===== src/rtl/add_sub_accumulator_pkg.sv =====
// Shared definitions for the add/subtract accumulator: op codes, flag bit
// positions and the output-register FSM states.
package add_sub_accumulator_pkg;

  typedef enum logic [2:0] {
    OP_LOAD = 3'd0,
    OP_ADD  = 3'd1,
    OP_ADC  = 3'd2,
    OP_SUB  = 3'd3,
    OP_SBC  = 3'd4,
    OP_CMP  = 3'd5,
    OP_CLR  = 3'd6,
    OP_NOP  = 3'd7
  } op_e;

  typedef enum logic {
    ST_EMPTY = 1'b0,
    ST_FULL  = 1'b1
  } state_e;

  localparam int FLAGS_W = 5;
  localparam int FLAG_V  = 0;
  localparam int FLAG_C  = 1;
  localparam int FLAG_Z  = 2;
  localparam int FLAG_N  = 3;
  localparam int FLAG_VS = 4;

  function automatic logic [FLAGS_W-1:0] pack_flags(input logic vs, input logic n,
                                                    input logic z, input logic c,
                                                    input logic v);
    pack_flags = {vs, n, z, c, v};
  endfunction

endpackage


===== src/rtl/add_sub_accumulator_if.sv =====
// Request/response bundle between an operation source and the accumulator.
interface add_sub_accumulator_if
  import add_sub_accumulator_pkg::*;
#(
  parameter int M = 32
) ();

  logic               in_valid;
  logic               in_ready;
  logic [2:0]         in_op;
  logic [M-1:0]       in_operand;
  logic               out_valid;
  logic               out_ready;
  logic [M-1:0]       out_acc;
  logic [FLAGS_W-1:0] out_flags;

  modport master (
    output in_valid, in_op, in_operand, out_ready,
    input  in_ready, out_valid, out_acc, out_flags
  );

  modport slave (
    input  in_valid, in_op, in_operand, out_ready,
    output in_ready, out_valid, out_acc, out_flags
  );

endinterface


===== src/rtl/acc_addsub_core.sv =====
// Combinational carry-select add/subtract: sum = x + (y ^ {M{sub}}) + cin,
// built from R-bit blocks that each precompute both carry-in outcomes.
module acc_addsub_core #(
  parameter int M = 32,
  parameter int R = 4
) (
  input  logic [M-1:0] x,
  input  logic [M-1:0] y,
  input  logic         sub,
  input  logic         cin,
  output logic [M-1:0] sum,
  output logic         cout,
  output logic         v
);

  localparam int NB = M / R;

  logic [M-1:0] b;
  logic [NB:0]  c;

  assign b    = y ^ {M{sub}};
  assign c[0] = cin;

  for (genvar i = 0; i < NB; i++) begin : g_blk
    logic [R:0] s0;
    logic [R:0] s1;

    assign s0 = {1'b0, x[i*R +: R]} + {1'b0, b[i*R +: R]};
    assign s1 = {1'b0, x[i*R +: R]} + {1'b0, b[i*R +: R]} + {{R{1'b0}}, 1'b1};

    assign sum[i*R +: R] = c[i] ? s1[R-1:0] : s0[R-1:0];
    assign c[i+1]        = c[i] ? s1[R]     : s0[R];
  end

  assign cout = c[NB];
  // Carry into the MSB is recovered from the MSB sum bit and its operands.
  assign v    = (x[M-1] ^ b[M-1] ^ sum[M-1]) ^ cout;

endmodule


===== src/rtl/add_sub_accumulator.sv =====
// Accumulator with a single registered output beat, carry chaining for
// multi-word arithmetic and a sticky signed-overflow flag.
module add_sub_accumulator
  import add_sub_accumulator_pkg::*;
#(
  parameter int M = 32,
  parameter int R = 4
) (
  input  logic                 clk,
  input  logic                 rst_n,
  add_sub_accumulator_if.slave bus
);

  state_e             state_q, state_d;
  logic [M-1:0]       acc_q, acc_d;
  logic [FLAGS_W-1:0] flags_q, flags_d;

  op_e          op;
  logic         core_sub;
  logic         core_cin;
  logic [M-1:0] core_sum;
  logic         core_cout;
  logic         core_v;
  logic         out_valid;
  logic         in_ready;
  logic         in_xfer;
  logic         out_xfer;
  logic [FLAGS_W-1:0] arith_flags;

  assign out_valid = (state_q == ST_FULL);
  assign in_ready  = !out_valid || bus.out_ready;
  assign in_xfer   = bus.in_valid && in_ready;
  assign out_xfer  = out_valid && bus.out_ready;

  assign bus.in_ready  = in_ready;
  assign bus.out_valid = out_valid;
  assign bus.out_acc   = acc_q;
  assign bus.out_flags = flags_q;

  acc_addsub_core #(
    .M (M),
    .R (R)
  ) u_core (
    .x    (acc_q),
    .y    (bus.in_operand),
    .sub  (core_sub),
    .cin  (core_cin),
    .sum  (core_sum),
    .cout (core_cout),
    .v    (core_v)
  );

  // Carry-in comes straight from the stored C so chained ops never stall.
  always_comb begin
    op       = op_e'(bus.in_op);
    core_sub = 1'b0;
    core_cin = 1'b0;
    case (op)
      OP_ADC: core_cin = flags_q[FLAG_C];
      OP_SUB,
      OP_CMP: begin
        core_sub = 1'b1;
        core_cin = 1'b1;
      end
      OP_SBC: begin
        core_sub = 1'b1;
        core_cin = flags_q[FLAG_C];
      end
      default: ;
    endcase
  end

  assign arith_flags = pack_flags(flags_q[FLAG_VS] | core_v, core_sum[M-1],
                                  (core_sum == '0), core_cout, core_v);

  always_comb begin
    state_d = state_q;
    acc_d   = acc_q;
    flags_d = flags_q;

    case (state_q)
      ST_EMPTY: if (in_xfer) state_d = ST_FULL;
      ST_FULL:  if (out_xfer && !in_xfer) state_d = ST_EMPTY;
      default:  state_d = ST_EMPTY;
    endcase

    if (in_xfer) begin
      case (op)
        OP_LOAD: begin
          acc_d   = bus.in_operand;
          flags_d = pack_flags(flags_q[FLAG_VS], bus.in_operand[M-1],
                               (bus.in_operand == '0), 1'b0, 1'b0);
        end
        OP_ADD, OP_ADC, OP_SUB, OP_SBC: begin
          acc_d   = core_sum;
          flags_d = arith_flags;
        end
        OP_CMP: flags_d = arith_flags;
        OP_CLR: begin
          acc_d   = '0;
          flags_d = '0;
        end
        default: ;
      endcase
    end
  end

  always_ff @(posedge clk or negedge rst_n) begin
    if (!rst_n) begin
      state_q <= ST_EMPTY;
      acc_q   <= '0;
      flags_q <= '0;
    end else begin
      state_q <= state_d;
      acc_q   <= acc_d;
      flags_q <= flags_d;
    end
  end

endmodule


===== src/flat_wrapper.sv =====
// flat-port wrapper written by rule: the top's interface ports become plain ports
module add_sub_accumulator_flat import add_sub_accumulator_pkg::*;
#(
  parameter int M = 32,
  parameter int R = 4
)
  (clk, rst_n, bus_in_valid, bus_in_op, bus_in_operand, bus_out_ready, bus_in_ready, bus_out_valid, bus_out_acc, bus_out_flags);
  add_sub_accumulator_if #(.M(M)) bus_i ();
  input  logic clk;
  input  logic rst_n;
  input wire logic [$bits(bus_i.in_valid)-1:0] bus_in_valid;
  input wire logic [$bits(bus_i.in_op)-1:0] bus_in_op;
  input wire logic [$bits(bus_i.in_operand)-1:0] bus_in_operand;
  input wire logic [$bits(bus_i.out_ready)-1:0] bus_out_ready;
  output wire logic [$bits(bus_i.in_ready)-1:0] bus_in_ready;
  output wire logic [$bits(bus_i.out_valid)-1:0] bus_out_valid;
  output wire logic [$bits(bus_i.out_acc)-1:0] bus_out_acc;
  output wire logic [$bits(bus_i.out_flags)-1:0] bus_out_flags;
  assign bus_i.in_valid = bus_in_valid;
  assign bus_i.in_op = bus_in_op;
  assign bus_i.in_operand = bus_in_operand;
  assign bus_i.out_ready = bus_out_ready;
  assign bus_in_ready = bus_i.in_ready;
  assign bus_out_valid = bus_i.out_valid;
  assign bus_out_acc = bus_i.out_acc;
  assign bus_out_flags = bus_i.out_flags;
  add_sub_accumulator #(.M(M), .R(R)) u_core (.clk(clk), .rst_n(rst_n), .bus(bus_i));
endmodule

===== config.mk =====
export PLATFORM = sky130hd
export DESIGN_NAME = add_sub_accumulator_flat
export DESIGN_NICKNAME = d
export VERILOG_FILES = /design/src/rtl/add_sub_accumulator_pkg.sv /design/src/rtl/add_sub_accumulator_if.sv /design/src/rtl/acc_addsub_core.sv /design/src/rtl/add_sub_accumulator.sv /design/src/flat_wrapper.sv
export SDC_FILE = /design/constraint.sdc
export NUM_CORES = 1
export LEC_CHECK = 0
export ABC_AREA = 0
export CAP_MARGIN = 5
export CORE_MARGIN = 2
export CORE_UTILIZATION = 40
export CTS_CLUSTER_SIZE = 16
export DETAILED_ROUTE_END_ITERATION = 8
export PLACE_DENSITY_LB_ADDON = 0.3
export SKIP_LAST_GASP = 1
export SLEW_MARGIN = 25
export SYNTH_ARGS = -nofsm -noshare
export SYNTH_HDL_FRONTEND = slang
export SYNTH_HIERARCHICAL = 1
export SYNTH_SLANG_ARGS = --single-unit
export TNS_END_PERCENT = 100

===== constraint.sdc =====
create_clock -name clk -period 7 [get_ports clk]
set_input_delay 1.4 -clock clk [delete_from_list [all_inputs] [get_ports clk]]
set_output_delay 1.4 -clock clk [all_outputs]
set_load 0.1 [all_outputs]

# Word level (Yosys, flattened, before mapping)
# Index checks and enable logic that the tools add are counted.
[classes] muxes=23 n_eq_ne=6 addsub=16 n_reduce_logical=20 bitwise=7
[ops] cell="one-hot mux 32 bit (3 select lines)" count=1
[ops] cell="logical NOT 32 bit" count=2
[ops] cell="adder 4 x 4 -> 5 bit" count=8
[ops] cell="adder 5 x 1 -> 5 bit (second input constant)" count=8
[ops] cell="2-to-1 mux 4 bit" count=8
[ops] cell="XOR 32 bit" count=1
[ops] cell="one-hot mux 5 bit (3 select lines)" count=1
[ops] cell="2-to-1 mux 1 bit" count=11
[ops] cell="== test 3 bit (second input constant)" count=3
[ops] cell="== test 3 x 2 -> 1 bit (second input constant)" count=2
[ops] cell="nonzero test 3 bit" count=2
[ops] cell="OR reduction 5 bit" count=1
[ops] cell="one-hot mux 1 bit (2 select lines)" count=2
[ops] cell="AND reduction 2 bit" count=2
[ops] cell="OR reduction 2 bit" count=2
[ops] cell="OR reduction 4 bit" count=1
[ops] cell="== test 3 x 1 -> 1 bit (second input constant)" count=1
[ops] cell="logical AND 1 bit" count=3
[ops] cell="logical NOT 3 bit" count=1
[ops] cell="AND reduction 3 bit" count=1
[ops] cell="OR reduction 3 bit" count=1
[ops] cell="XOR 1 bit" count=3
[ops] cell="logical NOT 1 bit" count=2
[ops] cell="NOT 1 bit" count=2
[ops] cell="3 further kinds" count=3
[totals] output_inout_bits=39 register_bits=38

# Depth between registers and ports, before layout
# Gate-level depths: netlist of run 1.
[logic_depth] word_depth=18 depth_mapped=28

# Hierarchy
# Netlist of run 1, hierarchy kept.
[modules_own_cells] mod="acc_addsub_core" instances=1 cells_each=283 area_per_inst_um2=2277.2 seq_area_each_um2=0.0
[modules_own_cells] mod="add_sub_accumulator" instances=1 cells_each=214 area_per_inst_um2=1991.9 seq_area_each_um2=950.9

# Least setup slack after synthesis of run 1
# No wires, ideal clock.
[synth_path] path_kind="input to register" from="input port bus_in_op[1]" to="register u_core.flags_q[2] (netlist: u_core/bus.out_flags[2])" cell_stages=28 t_arrival_ns=7.573 setup_ns=0.071 required_time_ns=6.929 setup_slack_ns=-0.644 n_path_buf=3 cell_sequence="clkbuf_1 -> nand2_1 -> mux2i_1 -> clkbuf_1 -> buf_1 -> xor2_1 -> ha_1 -> inv_1 -> fa_1 -> inv_1 -> ha_1 -> nand2_1 -> or3b_1 -> mux2i_4 -> mux2i_1 -> mux2i_1 -> a221oi_2 -> and4_4 -> mux2i_1 -> mux2_4 -> mux2i_4 -> xnor2_2 -> nor2_4 -> xor2_1 -> nor4_2 -> nand4_1 -> or4_1 -> nand3_1"
[synth_between] elab_chain_cells=16 word_cells_on_any_way=49 classes_between="add/sub (16); eq/ne (6); mux (18); bitwise (1); reduce/logical (8)"
[synth_rtl] element="start: declaration" line="flat_wrapper.sv:12" text="input wire logic [$bits(bus_i.in_op)-1:0] bus_in_op;"
[synth_rtl] element="== test 3 x 2 -> 1 bit / == test 3 bit (equally long branches)" line="add_sub_accumulator.sv:58" text="case (op)"
[synth_rtl] element="OR reduction 3 bit (no source line) *"
[synth_rtl] element="2-to-1 mux 1 bit *" line="add_sub_accumulator.sv:58"
[synth_rtl] element="named net u_core.core_sub" line="add_sub_accumulator.sv:19" text="logic core_sub;"
[synth_rtl] element="XOR 32 bit *" line="acc_addsub_core.sv:21" text="assign b = y ^ {M{sub}};"
[synth_rtl] element="adder 4 x 4 -> 5 bit" line="acc_addsub_core.sv:28, acc_addsub_core.sv:29"
[synth_rtl] element="adder 5 x 1 -> 5 bit" line="acc_addsub_core.sv:29" text="assign s1 = {1'b0, x[i*R +: R]} + {1'b0, b[i*R +: R]} + {{R{1'b0}}, 1'b1};"
[synth_rtl] element="2-to-1 mux 1 bit (7 in series)" line="acc_addsub_core.sv:32" text="assign c[i+1] = c[i] ? s1[R] : s0[R];"
[synth_rtl] element="2-to-1 mux 4 bit *" line="acc_addsub_core.sv:31" text="assign sum[i*R +: R] = c[i] ? s1[R-1:0] : s0[R-1:0];"
[synth_rtl] element="named net u_core.core_sum[31]" line="add_sub_accumulator.sv:21" text="logic [M-1:0] core_sum;"
[synth_rtl] element="logical NOT 32 bit *" line="add_sub_accumulator.sv:74" text="(core_sum == '0), core_cout, core_v);"
[synth_rtl] element="one-hot mux 5 bit (3 select lines) *" line="add_sub_accumulator.sv:88" text="case (op)"
[synth_rtl] element="end signal: assignment" line="add_sub_accumulator.sv:116" text="flags_q <= flags_d;"
[synth_rtl] element="end: declaration" line="add_sub_accumulator.sv:16" text="logic [FLAGS_W-1:0] flags_q, flags_d;"
# Mark *: on every way through the listed nets, which the timed path passes. The rest lies on a longest branch.
# A chain may end at the register's enable or synchronous reset.

# Worst setup path in the final report of run 1
# Ends and elaborated chain as after synthesis.

==> impl_metrics.ini, run 1 <==
[run_status]
status = finished, final reports clean

[cts]
cts_tree = yes
clock_sinks = 38
cts.path.max_buffers = 2
insertion_delay_ns = 0.31
tritoncts.num_buffers = 5
postCtsHoldBufs = 0
clock-root-buffer = sky130_fd_sc_hd__clkbuf_8
clkTransAtPathRegs_ns = 0.08
ctsHtreeMaxLevel = 2

[synth]
synth_area_per_cell_um2 = 8.59
synth_top_area_share_pct = 22.3
synth_flop_cell = sky130_fd_sc_hd__dfrtp_1
postSynthNetCount = 584
synth_seq_cells = 38
synth_compound_area_share_pct = 16.4
synth_simple_gate_area_share_pct = 19.0
synth_enable_flop_cells = 0
synth_mux_area_share_pct = 3.43
synthCells = 497
synth_top_family_by_area = simple AND/OR/NAND/NOR gates
synthesis.area_um2 = 4270
synth_area_leaders = sky130_fd_sc_hd__dfrtp_1 22%, sky130_fd_sc_hd__ha_1 12%, sky130_fd_sc_hd__xor2_1 10%
synth-xor-area-share_pct = 17.3
synth-async-reset-ratio_pct = 100
ys_warn_count = 6
post_synth_fa_ha_maj_area_fraction_pct = 15.5
synth.lib_cells_used.distinct = 48
ranking_of_synthesized_cells_by_instance_count = 49 x sky130_fd_sc_hd__xor2_1, 45 x sky130_fd_sc_hd__a21oi_1, 42 x sky130_fd_sc_hd__nor2_1, 40 x sky130_fd_sc_hd__ha_1, 40 x sky130_fd_sc_hd__inv_1
yosysSeqAreaShare_pct = 22.3
synthDominantAreaCellType = sky130_fd_sc_hd__dfrtp_1
yosysMostFrequentCell = sky130_fd_sc_hd__xor2_1

[critical_path]
crit_path_max_incr_delay_ns = 0.51
worst_ep_required_time_ns = 7.25
worstSetupStartpointType = primary input
timing.reg2reg.worst_path_depth = 23
crit_fanout = 4
worst_r2r_endpoint = u_core/bus.out_flags[2]
critPathSlowestCell = sky130_fd_sc_hd__or4_4
rr_startpoint = u_core/bus.out_acc[0]
critical_path.most_common_cell = sky130_fd_sc_hd__mux2i_4
r2r_setup_slack_ns = 1.59
cp.arrival_ns = 7.02
setup_crit_path_kind = in2reg
end_kind = flop

[placement]
buffer_ports.inserted = 77
dp_hpwl_um = 9580
routabilityCongestion = 0.890

[sta]
setup_viol = 0
final_hold_viol_count = 0
report.final.slew_viol_count = 0
minimum_clock_period_ns = 6.77
timing.clock.skew_ns = 0.0123
relSlewSlack_pct = 34.0
fmax_mhz = 148
finalSetupTns_ns = 0
fin_crit_sh_pct = 96.8
worst_pin_slew_ns = 0.988

[floorplanning]
core.rowCount = 37
core_area_um2 = 10300
initial_utilization_pct = 41.4
floorplan.die.height_um = 107
chipWidth_um = 107
fp.dieArea_um2 = 11500
top_level_ports = 78

[grt]
grt_start_max_net_pins = 65
grt_overflow = 0
track_usage_pct = 21.9
antenna_found_initial = 0
first_global_vias = 4052
grt_first_pass_wirelength_um = 20100

[routing]
drt-initial-drc-count = 169
routed-via-count = 4044
drt.antenna.violating_nets = 0
drcViolationCount = 0
firstDrtPassIters = 4
drt_wl_total_um = 12600
viasPerCell = 5.52
routedWlPerCell_um = 17.1

[hold_path]
worstHoldPathType = reg2reg
hold_path.startpoint = u_core/bus.out_flags[3]
holdPathStages = 1
min_to = u_core/bus.out_flags[3]

[final_layout]
area_growth_syn_to_layout_pct = 31.3
combined_area_of_the_multi_input_logic_cells_um2 = 3150
share_of_final_layout_standard_cells_stronger_than_drive_strength_1_pct = 13.4
num_antenna_cells = 0
final.fill_count = 936
fin_util_pct = 54.3
nets_final = 683
layout.area.seq_um2 = 951

[flow_run]
max_cap_viol_count = 0
## stage by stage
stage               setup WS, ns  hold WS, ns  cells  cell area (µm²)
finish                     0.226        0.550    733             5600
global route            -0.00371        0.598    733             5600
CTS                        0.125        0.557    731             5550
detailed placement        -0.453        0.537    720             5380
global placement          -0.210        0.521    720             5380
floorplan               0.000228         1.02    497             4340
## area by class of cell
| class | instances | area share [%] |
|---|---|---|
| clock buffers | 6 | 1.47 |
| clock inverters | 2 | 1.07 |
| inverters | 40 | 2.68 |
| multi-input cells | 398 | 56.3 |
| flip-flops and latches | 38 | 17.0 |
| well taps | 136 | 3.04 |
| repair buffers | 113 | 18.5 |
## state kept, by name, indices dropped and copies added, names as in the netlist
name	count
u_core/bus.out_acc	32
u_core/bus.out_flags	5
u_core/bus.out_valid	1
## cell families (layout without fill, tap and decap cells)
group	count (synthesis)	after routing
AND/OR/NAND/NOR	146	146
AO/OA/AOI/OAI	112	112
flip-flops	38	38
buffers and inverters	61	161
multiplexers	11	11
adder cells (fa/ha/maj)	48	48
XOR/XNOR	81	81
## metal layers
layer / vias to the layer above / track usage (%) / wire, µm
met3: 20 / 2.91 / 626
met1: 1953 / 29.0 / 5640
li1: 1950 / - / -
met4: 0 / 6.96 / 225
met2: 121 / 37.2 / 6060
met5: - / 0 / 0
## cell usage in the layout, fill, tap and decap left out, drive strengths merged, types with 2 or more instances in the layout
master / count
inv: 40
xnor2: 31
nor3b: 4
nor2b: 7
a31oi: 2
nand2b: 12
a41oi: 2
nand2: 25
nand3: 11
clkbuf: 7
a221o: 3
nor2: 43
or4: 2
ha: 40
clkdlybuf4s50: 72
dfrtp: 38
and4: 2
mux2i: 8
fa: 8
xor2: 49
buf: 39
mux2: 3
nor4: 16
and3: 5
a22oi: 32
a21oi: 45
o21ai: 18
nand4: 12
bufinv: 2
a21o: 8
## repair_timing
item,4_1_cts,5_1_grt
buffers inserted,3,2
gates resized for setup,6,17
endpoints found under the setup margin,2,2
pin swaps,6,13
## how the worst max path moves through the flow
stage	startpoint	end	slack, ns
after floorplan	bus_in_op[1]	u_core/bus.out_flags[2]	0.0002
after global placement	bus_in_op[2]	u_core/bus.out_flags[2]	-0.21
after detailed placement	bus_in_op[2]	u_core/bus.out_flags[2]	-0.45
after CTS	bus_in_op[2]	u_core/bus.out_flags[2]	0.13
after global routing	bus_in_op[1]	u_core/bus.out_flags[2]	-0.004
final	bus_in_op[1]	u_core/bus.out_flags[2]	0.23
## worst max-delay path, delay by kind of cell
family,cells,cell delay [ns]
and+or+nand+nor,8,1.82
muxes,7,1.62
adders and majority gates,3,0.82
buffers and inverters,5,0.53
xor gates and xnor gates,3,0.50
AOI/OAI and AO/OA,1,0.33
Power of run 1 is left out: the tool's default activity adds up to more than one toggle a clock period on the data nets, which glitch-free logic cannot reach.
==> run 2: changes to the inputs <==
--- a/config.mk
+++ b/config.mk
@@ -11,9 +11,10 @@
 export CORE_UTILIZATION = 40
 export CTS_CLUSTER_SIZE = 16
 export DETAILED_ROUTE_END_ITERATION = 8
+export DONT_BUFFER_PORTS = 1
 export PLACE_DENSITY_LB_ADDON = 0.3
 export SKIP_LAST_GASP = 1
-export SLEW_MARGIN = 25
+export SLEW_MARGIN = 15
 export SYNTH_ARGS = -nofsm -noshare
 export SYNTH_HDL_FRONTEND = slang
 export SYNTH_HIERARCHICAL = 1
==> run 2 against run 1 <==
  * First-iteration DRC count fell by 4.7%
  * Largest cell class unchanged
  * Via count fell by 12%
  * Cell area fell by 18%
  * Worst setup slack improved by 0.17 ns
==> impl_metrics.ini, run 2 (synthesis results as in run 1) <==
[final_layout]
combined_area_of_the_multi_input_logic_cells_um2 = 3110
stdcell_count = 635
nets_final = 585
layout.cells.most_common_list = 48 x sky130_fd_sc_hd__xor2_1, 45 x sky130_fd_sc_hd__a21oi_1, 42 x sky130_fd_sc_hd__nor2_1
layout.area.seq_um2 = 951
final.fill_count = 1001
num_antenna_cells = 0
largest_register_ffs = 32
area_growth_syn_to_layout_pct = 7.68
share_of_final_layout_standard_cells_stronger_than_drive_strength_1_pct = 9.42
layout.cells.most_common = sky130_fd_sc_hd__xor2_1

[sta]
finalSetupTns_ns = 0
timing.clock.skew_ns = 0.00611
worst_pin_slew_ns = 0.997
final_hold_viol_count = 0
relSlewSlack_pct = 33.5
report.final.slew_viol_count = 0
fmax_mhz = 152
unrepaired_setup_endpoints_after_global_routing = false
setup_viol = 0
minimum_clock_period_ns = 6.60
fin_crit_sh_pct = 94.3

[hold_path]
worstHoldPathType = in2async

[placement]
buffer_ports.inserted = 0
dpl.cell_count = 626
dp_hpwl_um = 8950
routabilityCongestion = 0.876

[critical_path]
crit_fanout = 15
cp.arrival_ns = 6.84
r2r_setup_slack_ns = 1.41
end_kind = flop
setup_crit_path_kind = in2reg
worstSetupStartpointType = primary input
worst_ep_required_time_ns = 7.24

[grt]
global_route.usage.met1_pct = 25.7
grt_overflow = 0
top_usage_layer = met2
track_usage_pct = 20.5
grt_util_met3_pct = 6.90
grt_start_max_net_pins = 65
antenna_found_initial = 0
grt_first_pass_wirelength_um = 18700
first_global_vias = 3636
grt.met2_usage_pct = 33.6

[cts]
insertion_delay_ns = 0.30
clock_sinks = 38
clock-root-buffer = sky130_fd_sc_hd__clkbuf_8
postCtsSetupRepairBufs = 0
postCtsHoldBufs = 0
cts_tree = yes
ctsResizeCount = 0
tritoncts.num_buffers = 5
cts.path.max_buffers = 2
clkTransAtPathRegs_ns = 0.08
ctsHtreeMaxLevel = 2

[routing]
drcViolationCount = 0
routed-via-count = 3568
drt-initial-drc-count = 161
routedWlPerCell_um = 18.0
drt_wl_total_um = 11400
firstDrtPassIters = 4
viasPerCell = 5.62
drt.antenna.violating_nets = 0

[floorplanning]
top_level_ports = 78
core_area_um2 = 10300
chipWidth_um = 107
fp.dieArea_um2 = 11500
core.rowCount = 37
initial_utilization_pct = 41.4
floorplan.die.height_um = 107

[flow_run]
max_cap_viol_count = 0

[run_status]
status = finished, final reports clean
## run 2: cell types whose count changed in the layout (fill, tap and decap cells not counted), sizes merged
cell	before	now
clkdlybuf4s50	72	0
buf	39	15
dlymetal6s2s	1	0
clkinv	0	1
bufinv	2	0
## run 2: through the flow
step           instance area (µm²)  utilization [%]  hold slack, ns  worst slack [ns]
3_3_place_gp                  4490             43.4           0.792             0.297
3_5_place_dp                  4490             43.4           0.798             0.138
4_1_cts                       4580             44.3           0.772             0.429
5_1_grt                       4600             44.5           0.770            0.0438
2_1_floorplan                 4340                -            1.02          0.000228
6_report                      4600             44.5           0.783             0.400
## run 2: final cells by class
class,instances,area share (%)
multi-input combinational,398,67.6
tap,136,3.70
inverter,40,3.27
clock inverter,1,0.109
sequential,38,20.7
clock buffer,7,1.88
timing repair buffer,15,2.72
## run 2: routing by layer
metal / up-vias / part of all wire [%]
li1: 1753 / -
met1: 1700 / 42
met2: 102 / 47
met3: 13 / 9.5
met4: 0 / 1.3
met5: - / 0
## run 2: worst paths after layout
| path | startpoint | endpoint | cells past startpoint |
|---|---|---|---|
| worst min register to register | u_core/bus.out_acc[5] | u_core/bus.out_acc[5] | 3 |
| min in group clk | u_core/bus.out_acc[5] | u_core/bus.out_acc[5] | 3 |
| worst min-delay path | rst_n | u_core/bus.out_acc[11] | 0 |
| worst max register to register | u_core/bus.out_acc[1] | u_core/bus.out_flags[2] | 22 |
| worst max-delay path | bus_in_op[1] | u_core/bus.out_flags[2] | 25 |
| max in group asynchronous | rst_n | u_core/bus.out_acc[0] | 0 |
## run 2: critical path: stages
cell                       delay, ns
sky130_fd_sc_hd__nand2_1        0.06
sky130_fd_sc_hd__mux2i_4        0.21
sky130_fd_sc_hd__xor2_1         0.18
sky130_fd_sc_hd__ha_2           0.20
sky130_fd_sc_hd__inv_1          0.05
sky130_fd_sc_hd__fa_1           0.45
sky130_fd_sc_hd__inv_1          0.10
sky130_fd_sc_hd__ha_2           0.19
sky130_fd_sc_hd__nand2_2        0.07
sky130_fd_sc_hd__or3b_4         0.40
sky130_fd_sc_hd__mux2i_4        0.20
sky130_fd_sc_hd__mux2i_1        0.30
sky130_fd_sc_hd__mux2i_1        0.13
sky130_fd_sc_hd__a221oi_2       0.31
sky130_fd_sc_hd__and4_4         0.29
sky130_fd_sc_hd__mux2i_4        0.26
sky130_fd_sc_hd__mux2_4         0.35
sky130_fd_sc_hd__mux2i_4        0.22
sky130_fd_sc_hd__xnor2_4        0.26
sky130_fd_sc_hd__nor2_1         0.09
sky130_fd_sc_hd__xor2_1         0.17
sky130_fd_sc_hd__nor4_1         0.25
sky130_fd_sc_hd__nand4_1        0.14
sky130_fd_sc_hd__or4_1          0.44
sky130_fd_sc_hd__nand3_1        0.10
Power of run 2 is left out for the same reason.
